## config.mk

```make
export PLATFORM = sky130hd
export DESIGN_NAME = mem_copy_master
export DESIGN_NICKNAME = d
export VERILOG_FILES = /design/src/rtl/mem_copy_master.sv
export SDC_FILE = /design/constraint.sdc
export NUM_CORES = 1
export LEC_CHECK = 0
export CORE_UTILIZATION = 25
export CTS_CLUSTER_SIZE = 24
export DETAILED_ROUTE_END_ITERATION = 8
export HOLD_SLACK_MARGIN = 0.02
export SKIP_LAST_GASP = 1
export SLEW_MARGIN = 20
export SYNTH_ARGS = -nofsm -noshare
export SYNTH_HDL_FRONTEND = slang
export SYNTH_SLANG_ARGS = --single-unit
```

## constraint.sdc

```tcl
create_clock -name clk -period 1.67 [get_ports clk]
set_input_delay 0.334 -clock clk [delete_from_list [all_inputs] [get_ports clk]]
set_output_delay 0.334 -clock clk [all_outputs]
set_load 0.02 [all_outputs]
```

## src/rtl/mem_copy_master.sv

```systemverilog
// Second bus master that copies len words from src_addr to dst_addr over the shared memory bus.
// Bus outputs are registered from the FSM state, so the bus shows each state one cycle after the FSM enters it.
module mem_copy_master #(
    parameter int DATA_WIDTH = 16,
    parameter int ADDR_WIDTH = 9
) (
    input  logic                  clk,
    input  logic                  reset,
    input  logic                  start,
    input  logic [ADDR_WIDTH-1:0] src_addr,
    input  logic [ADDR_WIDTH-1:0] dst_addr,
    input  logic [ADDR_WIDTH-1:0] len,
    output logic [ADDR_WIDTH-1:0] mem_addr,
    output logic [1:0]            mem_cmd,
    output logic [DATA_WIDTH-1:0] write_data,
    input  logic [DATA_WIDTH-1:0] read_data,
    output logic                  busy,
    output logic                  done,
    output logic [ADDR_WIDTH-1:0] words_done
);

    localparam logic [1:0] MNONE  = 2'b00;
    localparam logic [1:0] MREAD  = 2'b01;
    localparam logic [1:0] MWRITE = 2'b11;

    typedef enum logic [2:0] {
        IDLE,
        RD_REQ,
        RD_WAIT,
        WR,
        FIN
    } state_t;

    state_t                state_q, state_d;
    logic [ADDR_WIDTH-1:0] src_ptr_q, src_ptr_d;
    logic [ADDR_WIDTH-1:0] dst_ptr_q, dst_ptr_d;
    logic [ADDR_WIDTH-1:0] remaining_q, remaining_d;
    logic [ADDR_WIDTH-1:0] mem_addr_q, mem_addr_d;
    logic [1:0]            mem_cmd_q, mem_cmd_d;
    logic [DATA_WIDTH-1:0] write_data_q, write_data_d;
    logic                  busy_q, busy_d;
    logic                  done_q, done_d;
    logic [ADDR_WIDTH-1:0] words_done_q, words_done_d;

    always_ff @(posedge clk) begin
        if (reset) begin
            state_q      <= IDLE;
            src_ptr_q    <= '0;
            dst_ptr_q    <= '0;
            remaining_q  <= '0;
            mem_addr_q   <= '0;
            mem_cmd_q    <= MNONE;
            write_data_q <= '0;
            busy_q       <= 1'b0;
            done_q       <= 1'b0;
            words_done_q <= '0;
        end else begin
            state_q      <= state_d;
            src_ptr_q    <= src_ptr_d;
            dst_ptr_q    <= dst_ptr_d;
            remaining_q  <= remaining_d;
            mem_addr_q   <= mem_addr_d;
            mem_cmd_q    <= mem_cmd_d;
            write_data_q <= write_data_d;
            busy_q       <= busy_d;
            done_q       <= done_d;
            words_done_q <= words_done_d;
        end
    end

    always_comb begin
        state_d      = state_q;
        src_ptr_d    = src_ptr_q;
        dst_ptr_d    = dst_ptr_q;
        remaining_d  = remaining_q;
        mem_addr_d   = mem_addr_q;
        mem_cmd_d    = MNONE;
        write_data_d = write_data_q;
        done_d       = 1'b0;
        words_done_d = words_done_q;

        case (state_q)
            IDLE: begin
                if (start) begin
                    words_done_d = '0;
                    if (len != '0) begin
                        src_ptr_d   = src_addr;
                        dst_ptr_d   = dst_addr;
                        remaining_d = len;
                        state_d     = RD_REQ;
                    end else begin
                        state_d = FIN;
                    end
                end
            end
            RD_REQ: begin
                mem_addr_d = src_ptr_q;
                mem_cmd_d  = MREAD;
                state_d    = RD_WAIT;
            end
            RD_WAIT: begin
                mem_addr_d = src_ptr_q;
                mem_cmd_d  = MREAD;
                state_d    = WR;
            end
            WR: begin
                // The bus is in its second read cycle now, so read_data holds the word to write next.
                mem_addr_d   = dst_ptr_q;
                mem_cmd_d    = MWRITE;
                write_data_d = read_data;
                src_ptr_d    = src_ptr_q + 1'b1;
                dst_ptr_d    = dst_ptr_q + 1'b1;
                words_done_d = words_done_q + 1'b1;
                remaining_d  = remaining_q - 1'b1;
                state_d      = (remaining_q == 1) ? FIN : RD_REQ;
            end
            FIN: begin
                done_d  = 1'b1;
                state_d = IDLE;
            end
            default: state_d = IDLE;
        endcase

        // Busy rises the cycle after start and stays up through the final bus write, dropping with done.
        busy_d = (state_d == RD_REQ) || (state_d == RD_WAIT) || (state_d == WR) || (state_q == WR);
    end

    assign mem_addr   = mem_addr_q;
    assign mem_cmd    = mem_cmd_q;
    assign write_data = write_data_q;
    assign busy       = busy_q;
    assign done       = done_q;
    assign words_done = words_done_q;

endmodule

```

Word-level counts from Yosys, hierarchy flattened:

Index checks and enable logic that the tools add are counted.

* bits in registers: 68
* input port bits: 46

* $add $sub $neg: 4
* equality and inequality tests: 10
* multiplexer cells: 18
* reductions and logical operators: 10

Operators by type and width (count)
* 9-bit case mux with 2 select lines: 5
* 9-bit 2-to-1 mux: 7
* 9-bit by 1-bit adder with 9-bit output, second input constant: 3
* 3-bit by 2-bit equality test with 1-bit output, second input constant: 4
* 3-bit case mux with 4 select lines: 1
* 9-bit by 1-bit equality test with 1-bit output, second input constant: 1
* 3-bit 2-to-1 mux: 3
* 9-bit nonzero test: 1
* 9-bit by 1-bit subtractor with 9-bit output, second input constant: 1
* 3-bit by 1-bit equality test with 1-bit output, second input constant: 2
* 2-bit != test, second input constant: 2
* 2-bit case mux with 2 select lines: 1
* 2-bit nonzero test: 2
* 3-bit equality test, second input constant: 1
* 3-bit logical NOT: 1
* 1-bit logical OR: 3
* 3-bit AND reduction: 1
* 2-bit AND reduction: 1
* 2-bit OR reduction: 1
* 1-bit 2-to-1 mux: 1

Longest topological paths before layout:

Gate-level depths: netlist of the first run.

* depth after elaboration: 8
* gate-level depth with buffers: 7
* depth with buffers taken out: 6

Least setup slack after synthesis of the first run:

Ideal clock, no wire load.

* kind: in2reg
* start point: input port len[2]
* end point: register remaining_q[4]
* library setup time: 0.132 ns
* arrival: 1.648 ns
* data required time: 1.538 ns
* path slack: -0.110 ns
* cell stages on the path: 5
* buffers on the path: 1
* cells stage by stage: or4_4 > o31a_2 > buf_6 > a22oi_2 > a21oi_1

* word-level cells in the longest chain between the ends: 3

RTL lines
* start: declaration: line 12 `input logic [ADDR_WIDTH-1:0] len,`
* 9-bit nonzero test: line 86 `if (len != '0) begin`
* 2-bit != test (no source line)
* 3-bit AND reduction (no source line)
* end signal: assignment: line 61 `remaining_q <= remaining_d;`
* end: declaration: line 37 `logic [ADDR_WIDTH-1:0] remaining_q, remaining_d;`

Every way passes these cells.
A chain may end at the register's enable or synchronous reset.

Final worst setup path of the first run:

* start point: input port len[8]
* end point: register src_ptr_q[5]

* word-level cells in the longest chain between the ends: 3

RTL lines
* 9-bit nonzero test: line 86
* 2-bit != test (no source line)
* 3-bit AND reduction (no source line)
* end signal: assignment: line 59 `src_ptr_q <= src_ptr_d;`
* end: declaration: line 35 `logic [ADDR_WIDTH-1:0] src_ptr_q, src_ptr_d;`

Every way passes these cells.

==> results of run 1 <==
## stage by stage
stage                     area, um2  cells  TNS [ns]
final                          4940    666         0
after global routing           4940    666   -0.0308
after CTS                      4890    666         0
after detailed placement       4380    638    -16.53
after global placement         4380    638    -15.58
after floorplan                3190    382    -0.755
## timing repair
action / 4_1_cts / 5_1_grt
buffers inserted: 9 / 0
setup endpoints to repair: 35 / 28
pin swaps: 11 / 8
gates resized for setup: 45 / 25
cloned: 3 / 0
## final timing paths
path              cells after the start                          end                   startpoint
setup / recovery                      6    src_ptr_q[5]$_SDFFE_PP0P_                       len[8]
hold / removal                        3  remaining_q[1]$_SDFFE_PP0P_                       len[1]
setup reg to reg                      4    src_ptr_q[7]$_SDFFE_PP0P_    src_ptr_q[2]$_SDFFE_PP0P_
hold reg to reg                       2  write_data[11]$_SDFFE_PP0N_  write_data[11]$_SDFFE_PP0N_
## layout make-up
cell class,count,area [um2]
Fill cell,1199,7220
Multi-Input combinational cell,283,1770
Clock buffer,12,267
Tap cell,168,210
Sequential cell,68,1370
Clock inverter,4,70.1
Timing Repair Buffer,125,1230
Inverter,6,22.5
## metal layers
| metal | wire, um | vias up | share of wire | global-route usage |
|---|---|---|---|---|
| li1 | - | 1612 | - | - |
| met1 | 4270 | 1544 | 0.45 | 0.181 |
| met2 | 4420 | 110 | 0.46 | 0.259 |
| met3 | 688 | 13 | 0.072 | 0.0556 |
| met4 | 159 | 2 | 0.017 | 0.0537 |
| met5 | 13 | - | 0.0014 | 0 |
## worst max-delay path: stages
cell,delay [ns]
buf_2,0.11
or4_4,0.57
buf_6,0.16
o31a_4,0.39
a21oi_1,0.18
a21oi_1,0.08
## Yosys cell counts (6+ instances only)
cell and instances:
nor2_1 39, buf_2 6, nand2_1 59, nor3_1 11, a31oi_1 12, a21oi_1 47, nand3_1 15, inv_1 6
dfxtp_1 68, o21ai_0 12, clkbuf_1 14
## power groups by stage
stage | combinational [mW] | sequential (mW) | clock, mW
CTS | 0.998 | 1.86 | 2.18
finish | 1.01 | 1.87 | 2.12
floorplan | 0.462 | 1.92 | 0
detailed placement | 0.896 | 1.90 | 0
global route | 1.11 | 1.89 | 2.24
global placement | 0.883 | 1.89 | 0
## registers in the layout, summed over array words and instances, names as in the netlist
name         count
write_data      16
mem_cmd          2
state_q          3
words_done       9
mem_addr         9
dst_ptr_q        9
busy             1
remaining_q      9
done             1
src_ptr_q        9
## cells by family (layout without fill, tap and decap cells)
| kind of cell | Yosys count | after routing | synth area share |
|---|---|---|---|
| DFF | 68 | 68 | 0.431 |
| and+or+nand+nor | 164 | 164 | 0.254 |
| AOI/OAI and AO/OA | 103 | 104 | 0.214 |
| buffers and inverters | 32 | 147 | 0.0499 |
| adders and majority gates | 5 | 5 | 0.0198 |
| xor gates and xnor gates | 4 | 4 | 0.0111 |
| muxes | 6 | 6 | 0.0202 |
==> qor.csv, run 1 <==
stage,metric,value,unit
synthesis,Synth Instances,382,
power,power share of the sequential group,0.374,
die,die width,114,um
synthesis,syn_area_per_cell,8.27,um2
power,Pleak,1.89,nW
power,proportion of power drawn by combinational gates,0.202,
routing,residual DRC count,0,
clock_network,cts hold-fix bufs,0,
cells_and_area,post-route core utilization,0.406,
cells_and_area,"Net count, final",544,
sta,minimum clock period,1.62,ns
clock_network,CTS tree,yes,
grt,first-pass GRT wire length,15800,um
setup_path,Critical Path End Type,register,
routing,initial DRC count,179,
synthesis,Yosys top cell by area,dfxtp_1,
sta,Slew Limit Fails,0,
clock_network,CTS buffer count,9,
setup_path,crit path kind,input port to register,
synthesis,YS warnings,0,
sta,Setup Skew,0.00786,ns
sta,fmax,617,MHz
synthesis,Synth area leaders,"dfxtp_1 43%, a21oi_1 7.4%, nand2_1 7.0%, nor2_1 4.6%, a31oi_1 2.4%",
sta,Final setup viols,0,
place,HPWL Detailed,6440,um
synthesis,Async SR Flop Fraction,0,
grt,number of global-route vias before repair,3249,
die,# rows,40,
synthesis,distinct cell type count after synthesis,51,
cells_and_area,layout cells sized above 1,0.207,
power,Pint,3.70,mW
routing,drt first pass iters,4,
routing,Antenna Nets Post-Route,0,
grt,GRT overflow,0,
cells_and_area,most frequent cells in the layout,"64 x dfxtp_1, 63 x clkdlybuf4s50_1, 57 x nand2_1, 45 x a21oi_1, 37 x nor2_1",
synthesis,Post-synth EDFFs,0,
sta,final period utilization,0.970,
routing,Vias,3281,
cells_and_area,# diodes,0,
setup_path,Worst setup SP type,input port,
cells_and_area,"commonest non-fill, non-tap cell in the layout",dfxtp_1,
setup_path,required time of the critical path,1.87,ns
clock_network,latest clock arrival within the worst-skew pair,0.33,ns
run_status,status,"complete, no violations",
grt,gr usage total,0.154,
clock_network,CTS Sinks,68,
power,Power Density,1010,mW/mm2
synthesis,Yosys reg bits,68,
power,NetSw,1.31,mW
sta,final hold vios,0,
hold_path,Hold Crit Class,input port to register,
power,Sw Share,0.262,
sta,Final WS setup,0.0503,ns
place,Placement Setup Slack,-0.607,ns
synthesis,Synthesized Nets,433,
synthesis,post-synth top area share,0.431,
grt,pin count of the biggest net entering global routing,36,
clock_network,Max Buffers Root-to-Sink,2,
setup_path,worst reg2reg setup slack,0.05,ns
synthesis,Synth Cell Area,0.00316,mm2
sta,Slew HR,0.731,
place,PortBufs,83,
grt,initial antenna violation count,1,
routing,Post-Route WL,9550,um
cells_and_area,synthesis-to-layout area growth,56.3,%
die,Die H,114,um
job,Max-Cap Viols,0,
synthesis,sequential area share after synthesis,0.431,
power,worst vdd ir,0.798,mV
synthesis,Most used DFF post-synth,dfxtp_1,
setup_path,Worst Path Max Fanout,8,
clock_network,clk slew on worst S/H paths,0.06,ns
power,Clock Power Share,0.424,
sta,Fin Hold WS,0.349,ns
routing,Vias/cell,4.93,
sta,Worst-Margin Slew,0.403,ns
routing,drt wl/cell,14.3,um
setup_path,WP data arrival,1.82,ns
clock_network,root buffer cell,clkbuf_16,
die,# IOs,84,
die,Initial Utilization,0.260,
sta,RSZ-0062 raised after global routing,yes,
clock_network,H-Tree Depth,3,
die,CORE AREA,0.0122,mm2
die,die area,0.0131,mm2
place,RD Place Congestion,0.764,
power,Final Total Pwr,5.01,mW
No activity file was read; power rests on OpenSTA's default activity.
==> run 2, diff against run 1 <==
--- a/config.mk
+++ b/config.mk
@@ -5,7 +5,7 @@
 export SDC_FILE = /design/constraint.sdc
 export NUM_CORES = 1
 export LEC_CHECK = 0
-export CORE_UTILIZATION = 25
+export CORE_UTILIZATION = 35
 export CTS_CLUSTER_SIZE = 24
 export DETAILED_ROUTE_END_ITERATION = 8
 export HOLD_SLACK_MARGIN = 0.02
==> qor.csv, run 2 (synthesis results as in run 1) <==
stage,metric,value,unit,change
power,Power Density,922,mW/mm2,was 1010 mW/mm2
place,PortBufs,83,,unchanged
clock_network,latest clock arrival within the worst-skew pair,0.34,ns,was 0.33 ns
cells_and_area,synthesis-to-layout area growth,47.6,%,was 56.3%
routing,Vias,3203,,was 3281
hold_path,Hold Crit Class,input port to register,,unchanged
setup_path,WP buf/inv,2,,unchanged
place,# placed instances,579,,was 638
sta,minimum clock period,1.63,ns,was 1.62 ns
clock_network,root buffer cell,clkbuf_8,,was clkbuf_16
setup_path,WP data arrival,1.86,ns,was 1.82 ns
place,HPWL Detailed,6050,um,was 6440 um
cells_and_area,"Net count, final",538,,was 544
routing,drt first pass iters,4,,unchanged
cells_and_area,fin cells,600,,was 666
die,CORE AREA,0.00872,mm2,was 0.0122 mm2
run_status,status,"complete, no violations",,unchanged
cells_and_area,"commonest non-fill, non-tap cell in the layout",dfxtp_1,,unchanged
sta,RSZ-0062 raised after global routing,yes,,unchanged
setup_path,Critical Path End Type,register,,unchanged
setup_path,Crit path max-delay family,simple AND/OR/NAND/NOR gates,,was compound AO/OA/AOI/OAI gates
routing,Antenna Nets Post-Route,0,,unchanged
grt,gr usage total,0.195,,was 0.154
clock_network,CTS tree,yes,,unchanged
setup_path,"Slowest-stage cell, CP",or4_4,,unchanged
setup_path,Worst setup SP type,input port,,unchanged
grt,GRT overflow,0,,unchanged
clock_network,clk slew on worst S/H paths,0.08,ns,was 0.06 ns
setup_path,reg2reg start,state_q[0]$_SDFF_PP0_,,was src_ptr_q[2]$_SDFFE_PP0P_
sta,fmax,615,MHz,was 617 MHz
setup_path,Worst Path Max Fanout,6,,was 8
die,die width,97.0,um,was 114 um
cells_and_area,# diodes,0,,unchanged
die,Initial Utilization,0.362,,was 0.260
setup_path,Critical Path Start,len[4],,was len[8]
sta,final hold vios,0,,unchanged
die,die area,0.00941,mm2,was 0.0131 mm2
sta,Setup Skew,0.00689,ns,was 0.00786 ns
die,# rows,34,,was 40
grt,first-pass GRT wire length,14900,um,was 15800 um
sta,Slew HR,0.651,,was 0.731
cells_and_area,layout cells sized above 1,0.173,,was 0.207
cells_and_area,most frequent cells in the layout,"66 x dfxtp_1, 57 x nand2_1, 53 x clkdlybuf4s50_1, 46 x a21oi_1, 37 x nor2_1",,"was 64 x dfxtp_1, 63 x clkdlybuf4s50_1, 57 x nand2_1, 45 x a21oi_1, 37 x nor2_1"
place,Area after DPL,0.00431,mm2,was 0.00438 mm2
grt,pin count of the biggest net entering global routing,32,,was 36
routing,Vias/cell,5.34,,was 4.93
sta,Fin Hold WS,0.306,ns,was 0.349 ns
clock_network,H-Tree Depth,3,,unchanged
setup_path,worst path cell trace,"dlygate4sd2_1, or4_4, o31ai_4, buf_12, nor2_1, a2111oi_2",,"was buf_2, or4_4, buf_6, o31a_4, a21oi_1, a21oi_1"
grt,number of global-route vias before repair,3030,,was 3249
routing,drt wl/cell,14.9,um,was 14.3 um
clock_network,CTS Sinks,68,,unchanged
cells_and_area,Layout Cell Area excl Fill,0.00467,mm2,was 0.00494 mm2
clock_network,Max Buffers Root-to-Sink,2,,unchanged
routing,residual DRC count,0,,unchanged
sta,final period utilization,0.974,,was 0.970
job,Max-Cap Viols,0,,unchanged
place,RD Place Congestion,0.802,,was 0.764
setup_path,peak per-stage delay on the critical path,0.55,ns,was 0.57 ns
power,Pleak,1.96,nW,was 1.89 nW
power,Final Total Pwr,4.30,mW,was 5.01 mW
hold_path,min-delay src,len[1],,unchanged
sta,Final setup viols,0,,unchanged
routing,initial DRC count,115,,was 179
sta,Worst-Margin Slew,0.523,ns,was 0.403 ns
power,worst vdd ir,0.451,mV,was 0.798 mV
clock_network,CTS buffer count,9,,unchanged
grt,initial antenna violation count,0,,was 1
setup_path,crit path kind,input port to register,,unchanged
cells_and_area,max reg flops,16,,unchanged
sta,Slew Limit Fails,0,,unchanged
die,Die H,97.0,um,was 114 um
sta,TNS Setup,0,ns,unchanged
clock_network,cts hold-fix bufs,0,,unchanged
die,# IOs,84,,unchanged
setup_path,required time of the critical path,1.90,ns,was 1.87 ns
routing,Post-Route WL,8930,um,was 9550 um
-- run 2: changes by cell type in the layout (fill, tap and decap cells not counted), sizes merged --
cell	previous run	this run
dlygate4sd2	7	11
clkdlybuf4s15	2	3
buf	46	37
clkdlybuf4s50	63	53
clkbuf	15	14
dlymetal6s2s	4	13
-- run 2: layout make-up --
| class | instances | area [um2] |
|---|---|---|
| Tap cell | 108 | 135 |
| Fill cell | 829 | 4060 |
| Clock buffer | 12 | 135 |
| Clock inverter | 4 | 73.8 |
| Multi-Input combinational cell | 283 | 1750 |
| Timing Repair Buffer | 119 | 1190 |
| Sequential cell | 68 | 1360 |
| Inverter | 6 | 22.5 |
-- run 2: worst paths after layout --
check / end / slack, ns / cells after the start
worst min register to register: write_data[12]$_SDFFE_PP0N_ / 0.45 / 2
worst max register to register: src_ptr_q[3]$_SDFFE_PP0P_ / 0.07 / 6
worst min-delay path: remaining_q[1]$_SDFFE_PP0P_ / 0.31 / 3
worst max-delay path: src_ptr_q[3]$_SDFFE_PP0P_ / 0.04 / 6
-- run 2: through the flow --
stage,util,setup WS [ns]
6_report,0.535,0.0443
5_1_grt,0.535,-0.0321
4_1_cts,0.528,0.00380
3_5_place_dp,0.495,-0.605
3_3_place_gp,0.495,-0.567
2_1_floorplan,-,-0.0733
-- run 2: what timing repair did --
action,CTS,global route
gates cloned,3,0
pin swaps,7,2
buffers inserted,2,0
setup endpoints to repair,36,41
gates resized for setup,32,26
-- run 2: tightest hold or removal path, stage by stage --
cell	delay (ns)
clkbuf_2	0.09
o21ai_0	0.15
a31oi_1	0.04
-- run 2: layer usage --
layer / global-route usage / wire length, um / vias to the layer above
li1: - / - / 1601
met1: 0.248 / 4100 / 1485
met2: 0.308 / 4030 / 101
met3: 0.0571 / 608 / 16
met4: 0.0758 / 187 / 0
met5: 0 / 0 / -
-- run 2: where the power goes --
| group | total [mW] | switching [mW] | internal (mW) | leakage (nW) |
|---|---|---|---|---|
| Combinational | 0.965 | 0.477 | 0.488 | 1.30 |
| Clock | 1.48 | 0.636 | 0.844 | 0.105 |
| Sequential | 1.86 | 0.111 | 1.75 | 0.557 |
| Total | 4.30 | 1.22 | 3.08 | 1.96 |
==> run 3, diff against run 2 <==
--- a/config.mk
+++ b/config.mk
@@ -5,10 +5,11 @@
 export SDC_FILE = /design/constraint.sdc
 export NUM_CORES = 1
 export LEC_CHECK = 0
-export CORE_UTILIZATION = 35
+export CORE_UTILIZATION = 44
 export CTS_CLUSTER_SIZE = 24
 export DETAILED_ROUTE_END_ITERATION = 8
 export HOLD_SLACK_MARGIN = 0.02
+export PLACE_DENSITY = 0.76
 export SKIP_LAST_GASP = 1
 export SLEW_MARGIN = 20
 export SYNTH_ARGS = -nofsm -noshare
==> qor.csv, run 3 (synthesis results as in run 1) <==
stage,metric,value,unit,change
run_status,status,finished with violations,,"was complete, no violations"
run_status,failing checks,negative setup slack,,
routing,Vias/cell,5.54,,was 5.34
grt,initial antenna violation count,0,,unchanged
cells_and_area,synthesis-to-layout area growth,46.0,%,was 47.6%
grt,GRT overflow,0,,unchanged
setup_path,Critical Path End Type,register,,unchanged
die,Initial Utilization,0.460,,was 0.362
place,Placement Setup Slack,-0.587,ns,was -0.605 ns
sta,Slew HR,0.731,,was 0.651
routing,DR WL met3,661,um,was 608 um
grt,pin count of the biggest net entering global routing,68,,was 32
power,Power Density,880,mW/mm2,was 922 mW/mm2
hold_path,Hold Crit Class,input port to register,,unchanged
setup_path,crit path kind,input port to register,,unchanged
power,Pleak,1.81,nW,was 1.96 nW
power,Final Total Pwr,4.06,mW,was 4.30 mW
sta,fmax,594,MHz,was 615 MHz
cells_and_area,max reg flops,16,,unchanged
routing,M1 WL,3780,um,was 4100 um
grt,number of global-route vias before repair,3075,,was 3030
clock_network,root buffer cell,clkbuf_8,,unchanged
clock_network,latest clock arrival within the worst-skew pair,0.34,ns,about the same
sta,Worst-Margin Slew,0.398,ns,was 0.523 ns
routing,Post-Route WL,8690,um,was 8930 um
place,PortBufs,83,,unchanged
clock_network,CTS buffer count,9,,unchanged
setup_path,Worst Path Max Fanout,10,,was 6
routing,residual DRC count,0,,unchanged
die,CORE AREA,0.00687,mm2,was 0.00872 mm2
cells_and_area,most frequent cells in the layout,"66 x dfxtp_1, 61 x clkdlybuf4s50_1, 57 x nand2_1, 46 x a21oi_1, 38 x nor2_1",,"was 66 x dfxtp_1, 57 x nand2_1, 53 x clkdlybuf4s50_1, 46 x a21oi_1, 37 x nor2_1"
clock_network,CTS Sinks,68,,unchanged
clock_network,H-Tree Depth,3,,unchanged
place,RD Place Congestion,0.857,,was 0.802
clock_network,CTS tree,yes,,unchanged
sta,Final setup viols,1,,was 0
grt,first-pass GRT wire length,14000,um,was 14900 um
clock_network,cts hold-fix bufs,0,,unchanged
routing,Detail Route met2 WL,4130,um,was 4030 um
cells_and_area,Layout Cell Area excl Fill,0.00462,mm2,was 0.00467 mm2
sta,Slew Limit Fails,0,,unchanged
sta,RSZ-0062 raised after global routing,yes,,unchanged
routing,drt first pass iters,5,,was 4
sta,Setup Skew,0.00988,ns,was 0.00689 ns
die,# rows,30,,was 34
die,# IOs,84,,unchanged
die,die area,0.00753,mm2,was 0.00941 mm2
sta,final hold vios,0,,unchanged
setup_path,Worst setup SP type,input port,,unchanged
die,die width,86.8,um,was 97.0 um
setup_path,required time of the critical path,1.95,ns,was 1.90 ns
clock_network,Max Buffers Root-to-Sink,2,,unchanged
sta,final period utilization,1.01,,was 0.974
sta,Final WS setup,-0.0125,ns,was 0.0443 ns
sta,minimum clock period,1.68,ns,was 1.63 ns
routing,drt wl/cell,14.8,um,was 14.9 um
routing,Antenna Nets Post-Route,0,,unchanged
power,worst vdd ir,0.514,mV,was 0.451 mV
grt,gr usage total,0.236,,was 0.195
die,Die H,86.8,um,was 97.0 um
setup_path,WP data arrival,1.96,ns,was 1.86 ns
cells_and_area,layout cells sized above 1,0.175,,was 0.173
routing,Vias,3254,,was 3203
place,HPWL Detailed,5670,um,was 6050 um
routing,initial DRC count,247,,was 115
cells_and_area,"commonest non-fill, non-tap cell in the layout",dfxtp_1,,unchanged
cells_and_area,"Net count, final",538,,unchanged
clock_network,clk slew on worst S/H paths,0.07,ns,was 0.08 ns
place,Area after DPL,0.00425,mm2,was 0.00431 mm2
job,Max-Cap Viols,0,,unchanged
routing,highest routed layer,met4,,unchanged
cells_and_area,# diodes,0,,unchanged
cells_and_area,Filler cells,551,,was 829
-- run 3: cell count changes in the layout (fill, tap and decap cells not counted), moves of 2 or more --
cell and delta:
buf_6 +2, clkbuf_16 +2, bufinv_16 -2, buf_4 -2
dlymetal6s2s_1 -8, buf_8 -2, clkdlybuf4s50_1 +8, o21ai_0 -2
clkbuf_8 +2
-- run 3: metrics by stage --
stage | TNS (ns) | hold WS [ns] | cells | util
after floorplan | -0.755 | 0.414 | 382 | -
after global placement | -15.02 | 0.441 | 562 | 0.618
after detailed placement | -16.32 | 0.447 | 562 | 0.618
after CTS | -0.00978 | 0.456 | 581 | 0.650
after global routing | -0.242 | 0.342 | 587 | 0.672
final | -0.0125 | 0.320 | 587 | 0.672
-- run 3: layer usage --
layer | up-vias | global-route usage
li1 | 1592 | -
met2 | 125 | 0.392
met1 | 1523 | 0.291
met3 | 14 | 0.0771
met4 | 0 | 0.0682
met5 | - | 0
-- run 3: worst max-delay path, cell delays in order --
cell,delay [ns]
clkdlybuf4s15_1,0.20
or4_4,0.62
o31ai_4,0.24
buf_6,0.17
clkbuf_16,0.16
a32oi_1,0.10
a21oi_1,0.14
-- run 3: final cells by class --
class	count	area [um2]	share of cell area
Sequential cell	68	1360	0.295
Clock buffer	14	163	0.0352
Multi-Input combinational cell	283	1750	0.378
Clock inverter	1	7.51	0.00163
Timing Repair Buffer	119	1190	0.258
Inverter	6	22.5	0.00488
Tap cell	96	120	0.0260
-- run 3: what timing repair did --
item	4_1_cts	5_1_grt
gates resized for setup	21	31
cloned	1	2
endpoints found under the hold margin	0	0
pin swaps	8	4
buffers inserted	3	4
setup endpoints to repair	36	32
-- run 3: power by group --
group / internal (mW) / switching (mW)
registers: 1.75 / 0.112
logic: 0.504 / 0.482
clock network: 0.615 / 0.601
total: 2.87 / 1.19
-- run 3: final timing paths --
| kind | from | end | slack [ns] | cells after the start |
|---|---|---|---|---|
| setup reg to reg | state_q[0]$_SDFF_PP0_ | remaining_q[6]$_SDFFE_PP0P_ | 0.07 | 7 |
| setup / recovery | len[0] | remaining_q[6]$_SDFFE_PP0P_ | -0.01 | 7 |
| hold / removal | len[1] | remaining_q[1]$_SDFFE_PP0P_ | 0.32 | 3 |
| hold reg to reg | write_data[10]$_SDFFE_PP0N_ | write_data[10]$_SDFFE_PP0N_ | 0.45 | 2 |
==> edit (config.mk and constraints of run 2) <==
`ADDR_WIDTH`: 9 -> 7.
--- a/src/rtl/mem_copy_master.sv
+++ b/src/rtl/mem_copy_master.sv
@@ -2,7 +2,7 @@
 // Bus outputs are registered from the FSM state, so the bus shows each state one cycle after the FSM enters it.
 module mem_copy_master #(
     parameter int DATA_WIDTH = 16,
-    parameter int ADDR_WIDTH = 9
+    parameter int ADDR_WIDTH = 7
 ) (
     input  logic                  clk,
     input  logic                  reset,
Ports: changed (5 resized); port bits go from 84 to 74. No check against the original RTL was run, so the function may have changed too.
==> edit against run 2 <==
- the flow now finishes with violations (setup timing)
- first-iteration DRC count up 5.2%
- cell count down 14%
- wire length fell by 17%
- cell area fell by 14%
- sequential cell count shrank 10
- total power shrank 11%
- worst setup slack got worse by 0.058 ns
- synthesized cell count down 20%
- count of clock-buffer cells in the layout up 3
- fmax shrank 3.4%
- area after synthesis decreased by 19%
- die area shrank 18%
- critical path type unchanged
- largest power group unchanged
- highest routed layer unchanged
==> edit: results (changes against run 2) <==
Setup path
  – Reg2reg setup slack: 0.04 ns (-0.03 ns)
  – CP peak stage delay: 0.43 ns (-0.12 ns)
  – Max FO, Critical Path: 4 (-2)
  – FF-to-FF End: remaining_q[1]
  – Slowest cell on crit path: clkdlybuf4s50_1
  – R2R Path Start: state_q[2]

Global routing
  – Met3 GRT Util: 8.48% (+2.8 points)
  – Vias in the first global route: 2,531 (-16%)
  – Largest net degree at the start of global routing: 25 (-22%)
  – Met1 GRT Util: 25.6% (+0.75 points)
  – First-pass GRT wire length: 12,100 um (-19%)
  – Met2 usage: 32.2% (+1.4 points)

Place
  – HPWL Detailed: 4930 um (-19%)
  – Placed inst area: 3650 um^2 (-15%)
  – Port buffer count: 73 (-12%)
  – Placed Cells: 495 (-15%)

Logic synthesis
  – Synth unique cells: 50 (-2.0%)
  – Synth top cells by count: 58 x dfxtp_1, 54 x nand2_1, 30 x a21oi_1
  – Synth Area per Inst: 8.41 um^2 (+1.7%)
  – Post-synthesis sequential area ratio: 45.1% (+2.0 points)
  – Area contributors post-synth: dfxtp_1 45%, nand2_1 7.9%, a21oi_1 5.8%
  – Syn nets: 351 (-19%)

Timing
  – Final Skew: 0.00617 ns (-0.000723 ns)
  – Endpoints failing setup: 1 (+1)
  – Hold slack: 0.448 ns (+0.143 ns)
  – Worst setup margin: -0.0134 ns (-0.0577 ns)
  – Slew HR: 64.1% (-1.0 points)

Detailed routing
  – Routed met2 length: 3290 um (-19%)
  – Wl on met1: 3400 um (-17%)
  – Iter 0 DRT Violations: 121 (+5.2%)
  – Post-Route WL: 7380 um (-17%)
  – WL met3: 582 um (-4.3%)
  – WL/cell: 14.3 um (-4.1%)

Pwr
  – Net Switching: 1.03 mW (-16%)
  – Worst vdd ir: 0.000460 V (+1.9%)

Status
  – Failing checks: setup timing
  – Status: finished, violations left

Final layout
  – Cell area after layout: 4020 um^2 (-14%)
  – Final nets: 461 (-14%)
  – Fillcell total: 635 (-23%)
  – Fraction of layout cells with a size suffix above 1: 20.2% (+2.9 points)

Hold path
  – Hold Path Cell Cnt: 4 (+1)
  – Hold_sp: len[0]
  – Hold path endpoint: remaining_q[0]

Clock network
  – Setup repair bufs after CTS: 1 (-1)
  – Cts repair resizes: 13 (-59%)
-- edit: cell type report --
type	instances	share of cell area, %
multi-input combinational	223	34.0
sequential	58	28.9
timing repair buffer	120	28.3
clock buffer	15	4.63
tap	96	2.99
clock inverter	1	0.746
inverter	4	0.373
-- edit: logic make-up (layout without fill, tap and decap cells) --
kind of cell    Yosys count  in the layout  synth area share, %
xor+xnor                  2              2                0.680
simple gates            134            134                 25.6
buf+inv                  25            140                 4.57
mux                       1              1                0.389
fa+ha+maj                 5              5                 2.43
flops                    58             58                 45.1
compound gates           81             81                 21.3
-- edit: power by group through the flow --
stage / registers, mW / logic [mW] / clock network (mW)
CTS: 1.57 / 0.833 / 1.42
global placement: 1.60 / 0.772 / 0
detailed placement: 1.60 / 0.777 / 0
floorplan: 1.64 / 0.361 / 0
global route: 1.58 / 0.948 / 1.49
finish: 1.57 / 0.869 / 1.39
